<file path="src/rtl/dmem_io_bus_arbiter.sv">
// dmem_io_bus_arbiter
//
// Shares the CPU-side memory bus between two requesters (m0 = CPU load/store
// path, m1 = vector load/store unit). Grants are round-robin; the winner's
// address picks Data_Memory or IO_MEM (IO_MEM when addr[31:12] == IO_BASE_HI).
// The arbiter holds cs plus rd/wr for ACC_CYC cycles, samples mem_rdata on the
// last strobe cycle of a read, then pulses the owner's ack for one cycle.
//
// Handshake: a requester raises reqN with wr/addr/wdata and holds all of them
// stable until it sees ackN (one cycle). ackN is the only completion signal;
// rdataN is valid while ackN = 1 and holds its value until the next read done
// for that requester. Request changes while busy are ignored, and dropping
// req mid-access does not cancel it.
//
// Ports:
//   clk, rst                   clock (rising edge), synchronous active-low reset
//   m0_req/wr/addr/wdata       CPU request in
//   m0_ack/rdata               CPU completion pulse and read data
//   m1_*                       same for the vector unit
//   madr, idp                  address / write data to both memories
//   mem_rdata                  shared read-data return
//   dm_cs/rd/wr, io_cs/rd/wr   per-memory chip select and strobes
//   busy                       1 while an access is in ACCESS or DONE
//   gnt                        owner of the current or last transaction
//   dbg_state                  FSM state (0 IDLE, 1 ACCESS, 2 DONE)
//
// Every output comes straight from a flop: the combinational block computes
// next values and the sequential block registers them.
module dmem_io_bus_arbiter #(
  parameter int unsigned  ACC_CYC    = 1,
  parameter logic [19:0]  IO_BASE_HI = 20'hFFFFF
) (
  input  logic        clk,
  input  logic        rst,
  input  logic        m0_req,
  input  logic        m0_wr,
  input  logic [31:0] m0_addr,
  input  logic [31:0] m0_wdata,
  output logic        m0_ack,
  output logic [31:0] m0_rdata,
  input  logic        m1_req,
  input  logic        m1_wr,
  input  logic [31:0] m1_addr,
  input  logic [31:0] m1_wdata,
  output logic        m1_ack,
  output logic [31:0] m1_rdata,
  output logic [31:0] madr,
  output logic [31:0] idp,
  input  logic [31:0] mem_rdata,
  output logic        dm_cs,
  output logic        dm_rd,
  output logic        dm_wr,
  output logic        io_cs,
  output logic        io_rd,
  output logic        io_wr,
  output logic        busy,
  output logic        gnt,
  output logic [1:0]  dbg_state
);

  typedef enum logic [1:0] {
    IDLE   = 2'd0,
    ACCESS = 2'd1,
    DONE   = 2'd2
  } state_t;

  localparam logic [3:0] CNT_LOAD = 4'(ACC_CYC - 1);

  state_t      state_q, state_d;
  logic [3:0]  cnt_q, cnt_d;
  logic        last_gnt_q, last_gnt_d;
  logic        wr_q, wr_d;
  logic [31:0] addr_q, addr_d;
  logic [31:0] wdata_q, wdata_d;
  logic        is_io_q, is_io_d;

  logic        gnt_d, busy_d, m0_ack_d, m1_ack_d;
  logic [31:0] m0_rdata_d, m1_rdata_d, madr_d, idp_d;
  logic        dm_cs_d, dm_rd_d, dm_wr_d, io_cs_d, io_rd_d, io_wr_d;

  logic        pick;   // winner if a grant happens this cycle
  logic        drive;  // strobes asserted in the next cycle

  // On a tie the requester that did not win last time goes next.
  assign pick = (m0_req && m1_req) ? ~last_gnt_q : m1_req;

  assign dbg_state = state_q;

  always_comb begin
    state_d    = state_q;
    cnt_d      = cnt_q;
    last_gnt_d = last_gnt_q;
    wr_d       = wr_q;
    addr_d     = addr_q;
    wdata_d    = wdata_q;
    is_io_d    = is_io_q;
    gnt_d      = gnt;
    busy_d     = busy;
    m0_ack_d   = 1'b0;
    m1_ack_d   = 1'b0;
    m0_rdata_d = m0_rdata;
    m1_rdata_d = m1_rdata;
    drive      = 1'b0;

    unique case (state_q)
      IDLE: begin
        busy_d = 1'b0;
        if (m0_req || m1_req) begin
          wr_d       = pick ? m1_wr    : m0_wr;
          addr_d     = pick ? m1_addr  : m0_addr;
          wdata_d    = pick ? m1_wdata : m0_wdata;
          is_io_d    = (addr_d[31:12] == IO_BASE_HI);
          gnt_d      = pick;
          last_gnt_d = pick;
          cnt_d      = CNT_LOAD;
          busy_d     = 1'b1;
          drive      = 1'b1;  // first strobe cycle follows the grant edge
          state_d    = ACCESS;
        end
      end
      ACCESS: begin
        if (cnt_q != 4'd0) begin
          cnt_d = cnt_q - 4'd1;
          drive = 1'b1;
        end else begin
          // Last strobe cycle: memory data is valid now.
          if (!wr_q) begin
            if (gnt) m1_rdata_d = mem_rdata;
            else     m0_rdata_d = mem_rdata;
          end
          m0_ack_d = ~gnt;
          m1_ack_d = gnt;
          state_d  = DONE;
        end
      end
      DONE: begin
        busy_d  = 1'b0;
        state_d = IDLE;
      end
      default: begin
        busy_d  = 1'b0;
        state_d = IDLE;
      end
    endcase

    madr_d  = drive ? addr_d : 32'd0;
    idp_d   = (drive && wr_d) ? wdata_d : 32'd0;
    dm_cs_d = drive && !is_io_d;
    dm_rd_d = drive && !is_io_d && !wr_d;
    dm_wr_d = drive && !is_io_d && wr_d;
    io_cs_d = drive && is_io_d;
    io_rd_d = drive && is_io_d && !wr_d;
    io_wr_d = drive && is_io_d && wr_d;
  end

  always_ff @(posedge clk) begin
    if (!rst) begin
      state_q    <= IDLE;
      cnt_q      <= 4'd0;
      last_gnt_q <= 1'b1;
      wr_q       <= 1'b0;
      addr_q     <= 32'd0;
      wdata_q    <= 32'd0;
      is_io_q    <= 1'b0;
      gnt        <= 1'b0;
      busy       <= 1'b0;
      m0_ack     <= 1'b0;
      m1_ack     <= 1'b0;
      m0_rdata   <= 32'd0;
      m1_rdata   <= 32'd0;
      madr       <= 32'd0;
      idp        <= 32'd0;
      dm_cs      <= 1'b0;
      dm_rd      <= 1'b0;
      dm_wr      <= 1'b0;
      io_cs      <= 1'b0;
      io_rd      <= 1'b0;
      io_wr      <= 1'b0;
    end else begin
      state_q    <= state_d;
      cnt_q      <= cnt_d;
      last_gnt_q <= last_gnt_d;
      wr_q       <= wr_d;
      addr_q     <= addr_d;
      wdata_q    <= wdata_d;
      is_io_q    <= is_io_d;
      gnt        <= gnt_d;
      busy       <= busy_d;
      m0_ack     <= m0_ack_d;
      m1_ack     <= m1_ack_d;
      m0_rdata   <= m0_rdata_d;
      m1_rdata   <= m1_rdata_d;
      madr       <= madr_d;
      idp        <= idp_d;
      dm_cs      <= dm_cs_d;
      dm_rd      <= dm_rd_d;
      dm_wr      <= dm_wr_d;
      io_cs      <= io_cs_d;
      io_rd      <= io_rd_d;
      io_wr      <= io_wr_d;
    end
  end

endmodule

</file>
<file path="config.mk">
export PLATFORM = sky130hd
export DESIGN_NAME = dmem_io_bus_arbiter
export DESIGN_NICKNAME = d
export VERILOG_FILES = /design/src/rtl/dmem_io_bus_arbiter.sv
export SDC_FILE = /design/constraint.sdc
export NUM_CORES = 1
export LEC_CHECK = 0
export BUFFER_PORTS_ARGS = -buffer_cell sky130_fd_sc_hd__buf_4
export CORE_MARGIN = 2
export CORE_UTILIZATION = 52
export CTS_CLUSTER_DIAMETER = 60
export DETAILED_ROUTE_END_ITERATION = 8
export PLACE_DENSITY = 0.84
export SLEW_MARGIN = 40
export SYNTH_ARGS = -nofsm -noshare
export SYNTH_HDL_FRONTEND = slang
export SYNTH_SLANG_ARGS = --single-unit
</file>
<file path="constraint.sdc">
create_clock -name clk -period 4.01 [get_ports clk]
set_input_delay 0.401 -clock clk [delete_from_list [all_inputs] [get_ports clk]]
set_output_delay 0.401 -clock clk [all_outputs]
set_load 0.02 [all_outputs]
</file>
==> results.json, run 1 <==
{
  "tightestPinTransition_ns": 0.637,
  "wirelength_mm": 21.4,
  "place_hpwl_mm": 15.2,
  "overflow": 0,
  "synth_seq_area_share_pct": 53.6,
  "start_kind": "flop",
  "reg2reg_setup_slack_ns": 1.82,
  "cts.sinks": 211,
  "cts_tree": "yes",
  "yosysTopAreaCell": "dfxtp_1",
  "skew_ns": 0.00654,
  "finalNetCount": 1343,
  "grt_pass1_vias": 6644,
  "yosys-top-cells-area": "dfxtp_1, nand2_1, nor2b_1",
  "crit_end": "m0_rdata[10]",
  "h-tree-depth": 1,
  "place.gp.congestion": 0.876,
  "first_pass_iters": 5,
  "syn_area_sq_um": 7870,
  "r2r_cells": 6,
  "cp_cell_sequence": "inv_1 -> ha_1 -> or3b_1 -> or4_4 -> nand2_1 -> a21boi_1",
  "drtAntennaViolNets": 0,
  "reg2reg_to": "m0_rdata[10]",
  "outcome": "complete, no violations",
  "synth_cells": 900,
  "p_per_area_nw_per_um2": 524,
  "antenna_found_initial": 0,
  "critical_path_buf_inv_count": 1,
  "post-route-min-period_ns": 2.19,
  "hold-worst-slack_ns": 0.177,
  "drive_gt1_share_pct": 31.9,
  "cp_slowest_cell": "or4_4",
  "grt_max_degree": 90,
  "clock_latency_ns": 0.48,
  "hold_viol_final": 0,
  "async_flop_share_pct": 0,
  "r2r_start": "cnt_q[0]",
  "critPathTopFamily": "simple AND/OR/NAND/NOR gates",
  "cts_made_buffers": 21,
  "ys_ff_latch": 211,
  "synth_enable_flop_cells": 0,
  "drv_cap": 0,
  "cts_buffer_depth": 3,
  "route.detailed.drc": 0,
  "yosysMostFrequentCell": "nand2_1",
  "ys_warn_count": 0,
  "wl_per_cell_um": 15.6,
  "antenna_cells": 0,
  "path_clk_slew_ns": 0.06,
  "worstPathMaxFanout": 32,
  "worstPathRequired_ns": 4.38,
  "crit_arrival_ns": 2.56,
  "leakagePower_nw": 5.01,
  "routed_via_density": 5.16,
  "cts_root_buffer": "clkbuf_16",
  "start_util_pct": 53.8,
  "ir_worst_vdd_v": 0.000327,
  "die_y_um": 127,
  "drt_iter0_markers": 362,
  "syn2layout_area_growth_pct": 38.0,
  "fin_setup_tns_ns": 0,
  "grt_pass1_wl_mm": 33.2,
  "setup_viol": 0,
  "rows": 44,
  "fp.dieW_um": 127,
  "slew_violations": 0,
  "core_area_sq_um": 14600,
  "hp-class": "in -> reg",
  "timing.fmax_mhz": 457,
  "slew_headroom_pct": 57.5,
  "synth.net_count": 1068,
  "port_buffers": 305,
  "grt_use_total_pct": 25.2,
  "cts_setup_buffers": 0,
  "end_kind": "flop",
  "startpoint": "cnt_q[0]",
  "synth_cell_type_count": 40,
  "synth_ff_type": "dfxtp_1",
  "synthTopCellsByCount": "nand2_1, dfxtp_1, nor2b_1",
  "die-area_sq_um": 16100,
  "vias": 7085,
  "synth_top_area_share_pct": 53.6,
  "io_pins": 306,
  "postCtsHoldBufs": 0,
  "avgSynthCellArea_sq_um": 8.75,
  "timing.final.crit_share_pct": 54.5,
  "postCtsResizedCells": 0,
  "slowest_delay_ns": 0.77,
  "critical_path_class": "reg -> reg",
  "path_depth": 6,
  "rsz0062_at_grt": "no"
}
==> power breakdown <==
| group | total, mW | internal [mW] | switching [mW] | leakage, nW |
|---|---|---|---|---|
| sequential | 2.46 | 2.36 | 0.106 | 1.72 |
| combinational | 1.39 | 0.567 | 0.822 | 2.96 |
| clock | 1.85 | 1.08 | 0.762 | 0.331 |
==> cell families (layout without fill, tap and decap cells) <==
logic type,Yosys count,in the layout,synth area share [%]
XOR/XNOR,2,2,0.223
flip-flops,211,211,53.6
AO/OA/AOI/OAI,175,175,16.0
AND/OR/NAND/NOR,442,442,25.7
buffers and inverters,67,356,4.02
multiplexers,1,1,0.127
adder cells (fa/ha/maj),2,2,0.318
==> cell usage in the layout (no fill, tap or decap), types with 4 or more instances in the layout <==
cell       synthesis  routed
a21boi_0          32      31
a21boi_1          24      24
a21boi_2          10      10
a21oi_1           67      67
and2_1             7       6
buf_4              0     315
clkbuf_1          32       4
clkbuf_16          0      21
clkinv_2           0       7
dfxtp_1          211     211
nand2_1          256     255
nand2_2           10      11
nand3_1           34      34
nand4_1            6       6
nor2_1            39      39
nor2b_1           72      72
nor3_1             4       4
nor4_1             4       4
o211a_1           31      31
==> area by class of cell <==
type	count	area, sq um
clock buffers	28	582
clock inverters	9	73.8
fillers	1101	3780
inverters	2	7.51
multi-input cells	622	3360
flip-flops and latches	211	4220
well taps	184	230
repair buffers	317	2390
==> layer usage <==
layer / wire, um / part of all wire (%) / up-vias / global-route usage (%)
met1: 8560 / 40 / 3263 / 30.6
met5: 0 / 0 / - / 0
met4: 643 / 3.0 / 0 / 9.70
met3: 1870 / 8.7 / 41 / 6.78
li1: - / - / 3501 / -
met2: 10300 / 48 / 280 / 42.9
==> worst reg2reg max path, cell delays in order (launching register included) <==
cell,delay (ns)
dfxtp_1,0.33
inv_1,0.09
ha_1,0.13
or3b_1,0.51
or4_4,0.77
nand2_1,0.17
a21boi_1,0.07
==> how the worst min path moves through the flow <==
stage                       start      endpoint  slack (ns)  depth (start not counted)
floorplan              wdata_q[0]        idp[0]        0.45                          2
CTS                  mem_rdata[3]   m0_rdata[3]        0.16                          3
finish              mem_rdata[27]  m1_rdata[27]        0.18                          3
global route         mem_rdata[4]   m0_rdata[4]        0.17                          3
detailed placement    m0_rdata[8]   m0_rdata[8]        0.45                          2
global placement     m0_rdata[29]  m0_rdata[29]        0.44                          2
==> sequential cells by signal, indices dropped and copies added (netlist names), 2 cells and up <==
| signal | count |
|---|---|
| idp | 32 |
| m1_rdata | 32 |
| m0_rdata | 32 |
| cnt_q | 4 |
| wdata_q | 32 |
| madr | 32 |
| dbg_state | 2 |
| addr_q | 32 |
==> through the flow <==
step | power, mW | cells | util (%) | area, sq um | worst slack, ns
after detailed placement | 3.88 | 1335 | 69.6 | 10200 | 1.55
after global placement | 3.85 | 1335 | 69.6 | 10200 | 1.62
after global routing | 5.97 | 1373 | 74.2 | 10900 | 1.73
after floorplan | 3.37 | 900 | - | 7870 | 2.04
after CTS | 5.73 | 1372 | 74.0 | 10800 | 1.58
final | 5.70 | 1373 | 74.2 | 10900 | 1.82
Note: power is estimated with default switching activity, not from simulation.
==> inputs of run 2 (changes only) <==
ABC_AREA = 1   (was not set)
CORE_UTILIZATION = 48   (was 52)
PLACE_DENSITY = 0.79   (was 0.84)
clock period = 2.2 ns   (was 4.01 ns; I/O delays follow)
==> run 2 against run 1 <==
Compared with the run above: worst hold slack got worse by 0.17 ns; flip-flop and latch count did not move; largest power group unchanged; non-clock buffer count rose by 23; clock power is 100% higher; global-route usage is 0.29 points higher; clock skew is 0.00065 ns lower; final cell count increased by 8.4%; maximum frequency increased by 16%; highest routed layer unchanged; synthesized cell count increased by 6.3%.
==> results.json, run 2 <==
{
  "synthTopCellsByCount": "nor2_1, dfxtp_1, nand2_1",
  "hold_viol_final": 0,
  "cts_made_buffers": 21,
  "synth_ff_type": "dfxtp_1",
  "slew_violations": 0,
  "ir_worst_vdd_v": 0.000692,
  "synth_cell_type_count": 26,
  "slowest_delay_ns": 0.31,
  "ys_ff_latch": 211,
  "switching_share_pct": 29.9,
  "vias": 7287,
  "synth_cells": 957,
  "fillCellCount": 1234,
  "place.gp.congestion": 0.857,
  "first_pass_iters": 5,
  "power_frac_seq_pct": 41.8,
  "tightestPinTransition_ns": 0.651,
  "slew_headroom_pct": 56.6,
  "routed_via_density": 4.90,
  "antenna_found_initial": 1,
  "leakagePower_nw": 5.28,
  "yosys-top-cells-area": "dfxtp_1, nor2_1, nand2_1",
  "layout_common_cells": "buf_4, nor2_1, dfxtp_1",
  "drv_cap": 0,
  "hold-worst-slack_ns": 0.00869,
  "worstPathMaxFanout": 33,
  "reg2reg_setup_slack_ns": 0.31,
  "wirelength_mm": 22.2,
  "cts.sinks": 211,
  "yosysTopAreaCell": "dfxtp_1",
  "combPwrFrac_pct": 24.1,
  "timing.fmax_mhz": 530,
  "drt_iter0_markers": 359,
  "synth_seq_area_share_pct": 55.9,
  "core_area_sq_um": 15300,
  "synth_enable_flop_cells": 0,
  "die-area_sq_um": 16800,
  "placement.cell_area_sq_um": 9990,
  "wl_met2_mm": 10.7,
  "skew_ns": 0.00589,
  "ys_warn_count": 0,
  "outcome": "complete, no violations",
  "grt_pass1_wl_mm": 34.3,
  "drive_gt1_share_pct": 30.2,
  "synthAdderAreaFrac_pct": 0.331,
  "synth-compound-area-share_pct": 11.6,
  "setup_viol": 0,
  "synth_top_area_share_pct": 55.9,
  "path_clk_slew_ns": 0.06,
  "p_switching_mw": 3.25,
  "cts_tree": "yes",
  "cp_slowest_cell": "dfxtp_1",
  "r2r_start": "cnt_q[0]",
  "yosysMostFrequentCell": "nor2_1",
  "end_kind": "flop",
  "route.detailed.drc": 0,
  "clock_latency_ns": 0.48,
  "p_per_area_nw_per_um2": 1000,
  "hp-start": "mem_rdata[9]",
  "cp_cell_sequence": "inv_1 -> ha_1 -> nand3_1 -> nor3_1 -> nand2_1 -> buf_4 -> inv_2 -> buf_12 -> nor2_1 -> nor2_1",
  "drt-met1-wl_mm": 9.00,
  "synth-xor-area-share_pct": 0,
  "grt_use_total_pct": 25.5,
  "syn_area_sq_um": 7560,
  "fin_setup_tns_ns": 0,
  "path_depth": 10,
  "r2r_cells": 10,
  "drtAntennaViolNets": 0,
  "synth.net_count": 1125,
  "synthMuxAreaShare_pct": 0,
  "die_y_um": 129,
  "p_total_mw": 10.9,
  "dr_wl_met3_mm": 1.95,
  "yosys.area_share.simple_pct": 25.8,
  "final_common_cell": "buf_4",
  "cts_buffer_depth": 3,
  "worstHoldPathCells": 3,
  "critical_path_buf_inv_count": 4,
  "wl_per_cell_um": 14.9,
  "timing.final.crit_share_pct": 85.7,
  "io_pins": 306,
  "overflow": 0,
  "finalNetCount": 1430,
  "synth_top_family_by_area": "simple AND/OR/NAND/NOR gates",
  "worstPathRequired_ns": 2.61,
  "port_buffers": 305,
  "critPathTopFamily": "simple AND/OR/NAND/NOR gates",
  "stdcell_area_sq_um": 10900,
  "async_flop_share_pct": 0,
  "internal_power_mw": 7.64,
  "hold-path-endpoint": "m0_rdata[9]",
  "start_util_pct": 49.4,
  "hp-class": "in -> reg",
  "start_kind": "flop",
  "crit_arrival_ns": 2.30,
  "grt_max_degree": 79,
  "fp.dieW_um": 129,
  "grt_pass1_vias": 6851,
  "rows": 45,
  "critical_path_class": "reg -> reg",
  "highest_layer": "met4",
  "crit_top_cell": "nor2_1",
  "rsz0062_at_grt": "no",
  "avgSynthCellArea_sq_um": 7.90,
  "cts_root_buffer": "clkbuf_16",
  "finish.utilization_pct": 71.1,
  "reg2reg_to": "m1_rdata[12]",
  "post-route-min-period_ns": 1.89,
  "place_hpwl_mm": 15.5,
  "power_frac_clock_pct": 34.1,
  "syn2layout_area_growth_pct": 44.1,
  "h-tree-depth": 1
}
==> run 2: cell types whose count changed in the layout (fill, tap and decap cells not counted), sizes merged, moves of 12 or more <==
cell         delta
a21boi         -66
a21oi          -46
dlygate4sd3    +17
inv            +53
nand2          -94
nor2          +195
nor2b          -72
o2111ai        +12
o211a          -31
o21a           +14
o21ai          +98
==> run 2: worst min-delay path, stage by stage <==
cell and delay [ns]:
buf_4 0.09, o21ai_0 0.07, nor2_1 0.07
==> run 2: per-stage QoR <==
step           setup WS [ns]  cells
2_1_floorplan          0.631    957
6_report               0.315   1488
3_3_place_gp           0.452   1433
3_5_place_dp           0.351   1433
4_1_cts                0.343   1487
5_1_grt               0.0430   1488
==> run 2: routing by layer <==
metal | global-route usage [%] | vias up
li1 | - | 3652
met1 | 31.4 | 3304
met2 | 44.2 | 291
met3 | 6.81 | 40
met4 | 7.21 | 0
met5 | 0 | -
==> run 2: timing repair <==
item                                   in CTS  in global routing
endpoints found under the hold margin      22                  0
buffers inserted                            0                  0
hold buffers                               17                  0
resized for setup                           0                  0
==> run 2: how the worst max path moves through the flow <==
stage,slack (ns),from,to
final,0.31,cnt_q[0],m1_rdata[12]
after global routing,0.04,cnt_q[0],m1_rdata[30]
after CTS,0.34,cnt_q[0],m1_rdata[12]
after detailed placement,0.35,cnt_q[0],m1_rdata[12]
after global placement,0.45,cnt_q[0],m1_rdata[30]
after floorplan,0.63,dbg_state[0],m1_rdata[10]
==> run 2: kinds of logic after synthesis <==
group | Yosys count
fa+ha+maj | 2
flops | 211
buf+inv | 112
simple gates | 479
compound gates | 153
==> run 2: layout make-up <==
type	instances	area [sq um]	share of cell area (%)
Sequential cell	211	4220	38.8
Multi-Input combinational cell	634	2850	26.1
Timing Repair Buffer	340	2620	24.1
Clock buffer	26	584	5.37
Tap cell	211	264	2.42
Inverter	54	203	1.86
Clock inverter	11	145	1.33
Antenna cell	1	2.50	0.0230
==> run 2: power by group through the flow <==
stage | combinational (mW) | clock, mW | sequential, mW
4_1_cts | 2.63 | 3.77 | 4.55
3_5_place_dp | 2.59 | 0 | 4.63
6_report | 2.62 | 3.72 | 4.55
2_1_floorplan | 1.15 | 0 | 4.97
5_1_grt | 2.90 | 3.91 | 4.60
3_3_place_gp | 2.55 | 0 | 4.62
==> inputs of run 3 (changes only) <==
clock period = 2.1 ns   (was 2.2 ns; I/O delays follow)
==> run 3 against run 2 <==
Compared with the run above: global-route usage rose by 0.062 points; power rose by 5.3%; sequential power rose by 4.6%; routed wire length rose by 0.88%; critical endpoint is now dm_wr.
==> results.json, run 3 (synthesis gave the netlist of run 2 again) <==
{
  "outcome": "complete, no violations",
  "rsz0062_at_grt": "no",
  "place.gp.congestion": 0.838,
  "vias": 7453,
  "slew_violations": 0,
  "grt_pass1_wl_mm": 34.2,
  "post-route-min-period_ns": 1.93,
  "timing.final.crit_share_pct": 91.9,
  "place_ws_ns": 0.204,
  "cts_root_buffer": "clkbuf_16",
  "first_pass_iters": 4,
  "start_util_pct": 49.4,
  "h-tree-depth": 1,
  "path_clk_slew_ns": 0.06,
  "syn2layout_area_growth_pct": 45.3,
  "postCtsHoldBufs": 23,
  "hold_viol_final": 0,
  "cts_buffer_depth": 3,
  "fin_setup_tns_ns": 0,
  "drive_gt1_share_pct": 30.0,
  "worstHoldPathCells": 3,
  "grt_pass1_vias": 7004,
  "routed_via_density": 4.99,
  "combPwrFrac_pct": 24.4,
  "finalNetCount": 1438,
  "p_switching_mw": 3.40,
  "wl_per_cell_um": 15.0,
  "wirelength_mm": 22.4,
  "ir_worst_vdd_v": 0.000638,
  "clock_latency_ns": 0.48,
  "antenna_found_initial": 0,
  "drt_iter0_markers": 328,
  "die_y_um": 129,
  "drtAntennaViolNets": 0,
  "overflow": 0,
  "cts_made_buffers": 21,
  "worstPathRequired_ns": 2.51,
  "cts_tree": "yes",
  "place_inst": 1435,
  "leakagePower_nw": 5.32,
  "rows": 45,
  "crit_arrival_ns": 2.34,
  "start_kind": "flop",
  "route.detailed.drc": 0,
  "layout_common_cells": "buf_4, nor2_1, dfxtp_1",
  "core_area_sq_um": 15300,
  "hp-class": "in -> reg",
  "final_common_cell": "buf_4",
  "p_per_area_nw_per_um2": 1040,
  "cts.sinks": 211,
  "end_kind": "flop",
  "grt_use_total_pct": 25.6,
  "internal_power_mw": 8.08,
  "timing.fmax_mhz": 518,
  "gr-usage-met1_pct": 29.8,
  "tightestPinTransition_ns": 0.624,
  "setup_viol": 0,
  "drv_cap": 0,
  "finalNonFillerCells": 1494,
  "port_buffers": 305,
  "io_pins": 306,
  "power_frac_seq_pct": 41.5,
  "stdcell_area_sq_um": 11000,
  "slew_headroom_pct": 58.4,
  "place_hpwl_mm": 15.9,
  "critical_path_class": "reg -> reg",
  "setup_slack_ns": 0.169,
  "postCtsResizedCells": 0,
  "skew_ns": 0.00984,
  "grt_max_degree": 79,
  "fp.dieW_um": 129,
  "die-area_sq_um": 16800,
  "placement.cell_area_sq_um": 10000,
  "antenna_cells": 0,
  "use_met3_pct": 6.98,
  "gr-usage-met2_pct": 44.0,
  "power_frac_clock_pct": 34.1,
  "busiest_layer": "met2",
  "worstPathMaxFanout": 17,
  "cts_setup_buffers": 0,
  "switching_share_pct": 29.6,
  "r2r_cells": 9
}
run 3: cell types whose count changed in the layout (fill, tap and decap cells not counted):
cell           delta
buf_12            +2
bufinv_16         +1
clkbuf_1          +1
clkbuf_8          -2
clkinv_2          +1
clkinvlp_4        -1
diode_2           -1
dlygate4sd3_1     +6
inv_6             -1
run 3: power groups by stage:
stage          sequential, mW  combinational (mW)  clock (mW)
6_report                 4.76                2.80        3.91
5_1_grt                  4.81                3.08        4.14
4_1_cts                  4.76                2.81        3.97
3_5_place_dp             4.84                2.75           0
3_3_place_gp             4.83                2.70           0
2_1_floorplan            5.21                1.21           0
run 3: layout make-up:
type | instances | area (sq um)
multi-input cells | 634 | 2850
clock inverters | 11 | 164
repair buffers | 348 | 2720
clock buffers | 25 | 561
well taps | 211 | 264
fillers | 1256 | 4330
flip-flops and latches | 211 | 4220
inverters | 54 | 203
run 3: per-layer routing:
| layer | vias up | routed length (um) |
|---|---|---|
| met4 | 0 | 958 |
| met5 | - | 0 |
| li1 | 3677 | - |
| met3 | 66 | 2120 |
| met1 | 3368 | 8740 |
| met2 | 342 | 10600 |
run 3: stage by stage:
| stage | hold slack (ns) | util (%) | power, mW |
|---|---|---|---|
| floorplan | 0.376 | - | 6.41 |
| global route | 0.0227 | 71.7 | 12.0 |
| finish | 0.0139 | 71.7 | 11.5 |
| detailed placement | 0.438 | 65.5 | 7.59 |
| global placement | 0.426 | 65.5 | 7.53 |
| CTS | 0.00235 | 71.7 | 11.5 |
run 3: path summary, 6_finish.rpt:
kind	startpoint	endpoint	slack (ns)
min	mem_rdata[16]	m1_rdata[16]	0.01
min reg2reg	addr_q[6]	addr_q[6]	0.45
max reg2reg	cnt_q[0]	dm_wr	0.17
max	cnt_q[0]	dm_wr	0.17
run 3: worst max-delay path, stage by stage (launching register included):
cell and delay [ns]:
dfxtp_1 0.34, inv_1 0.09, ha_1 0.20, nand3_1 0.15, inv_1 0.08, o21ai_2 0.27
inv_2 0.23, nor2_1 0.22, nand3_1 0.17, nor2_1 0.12
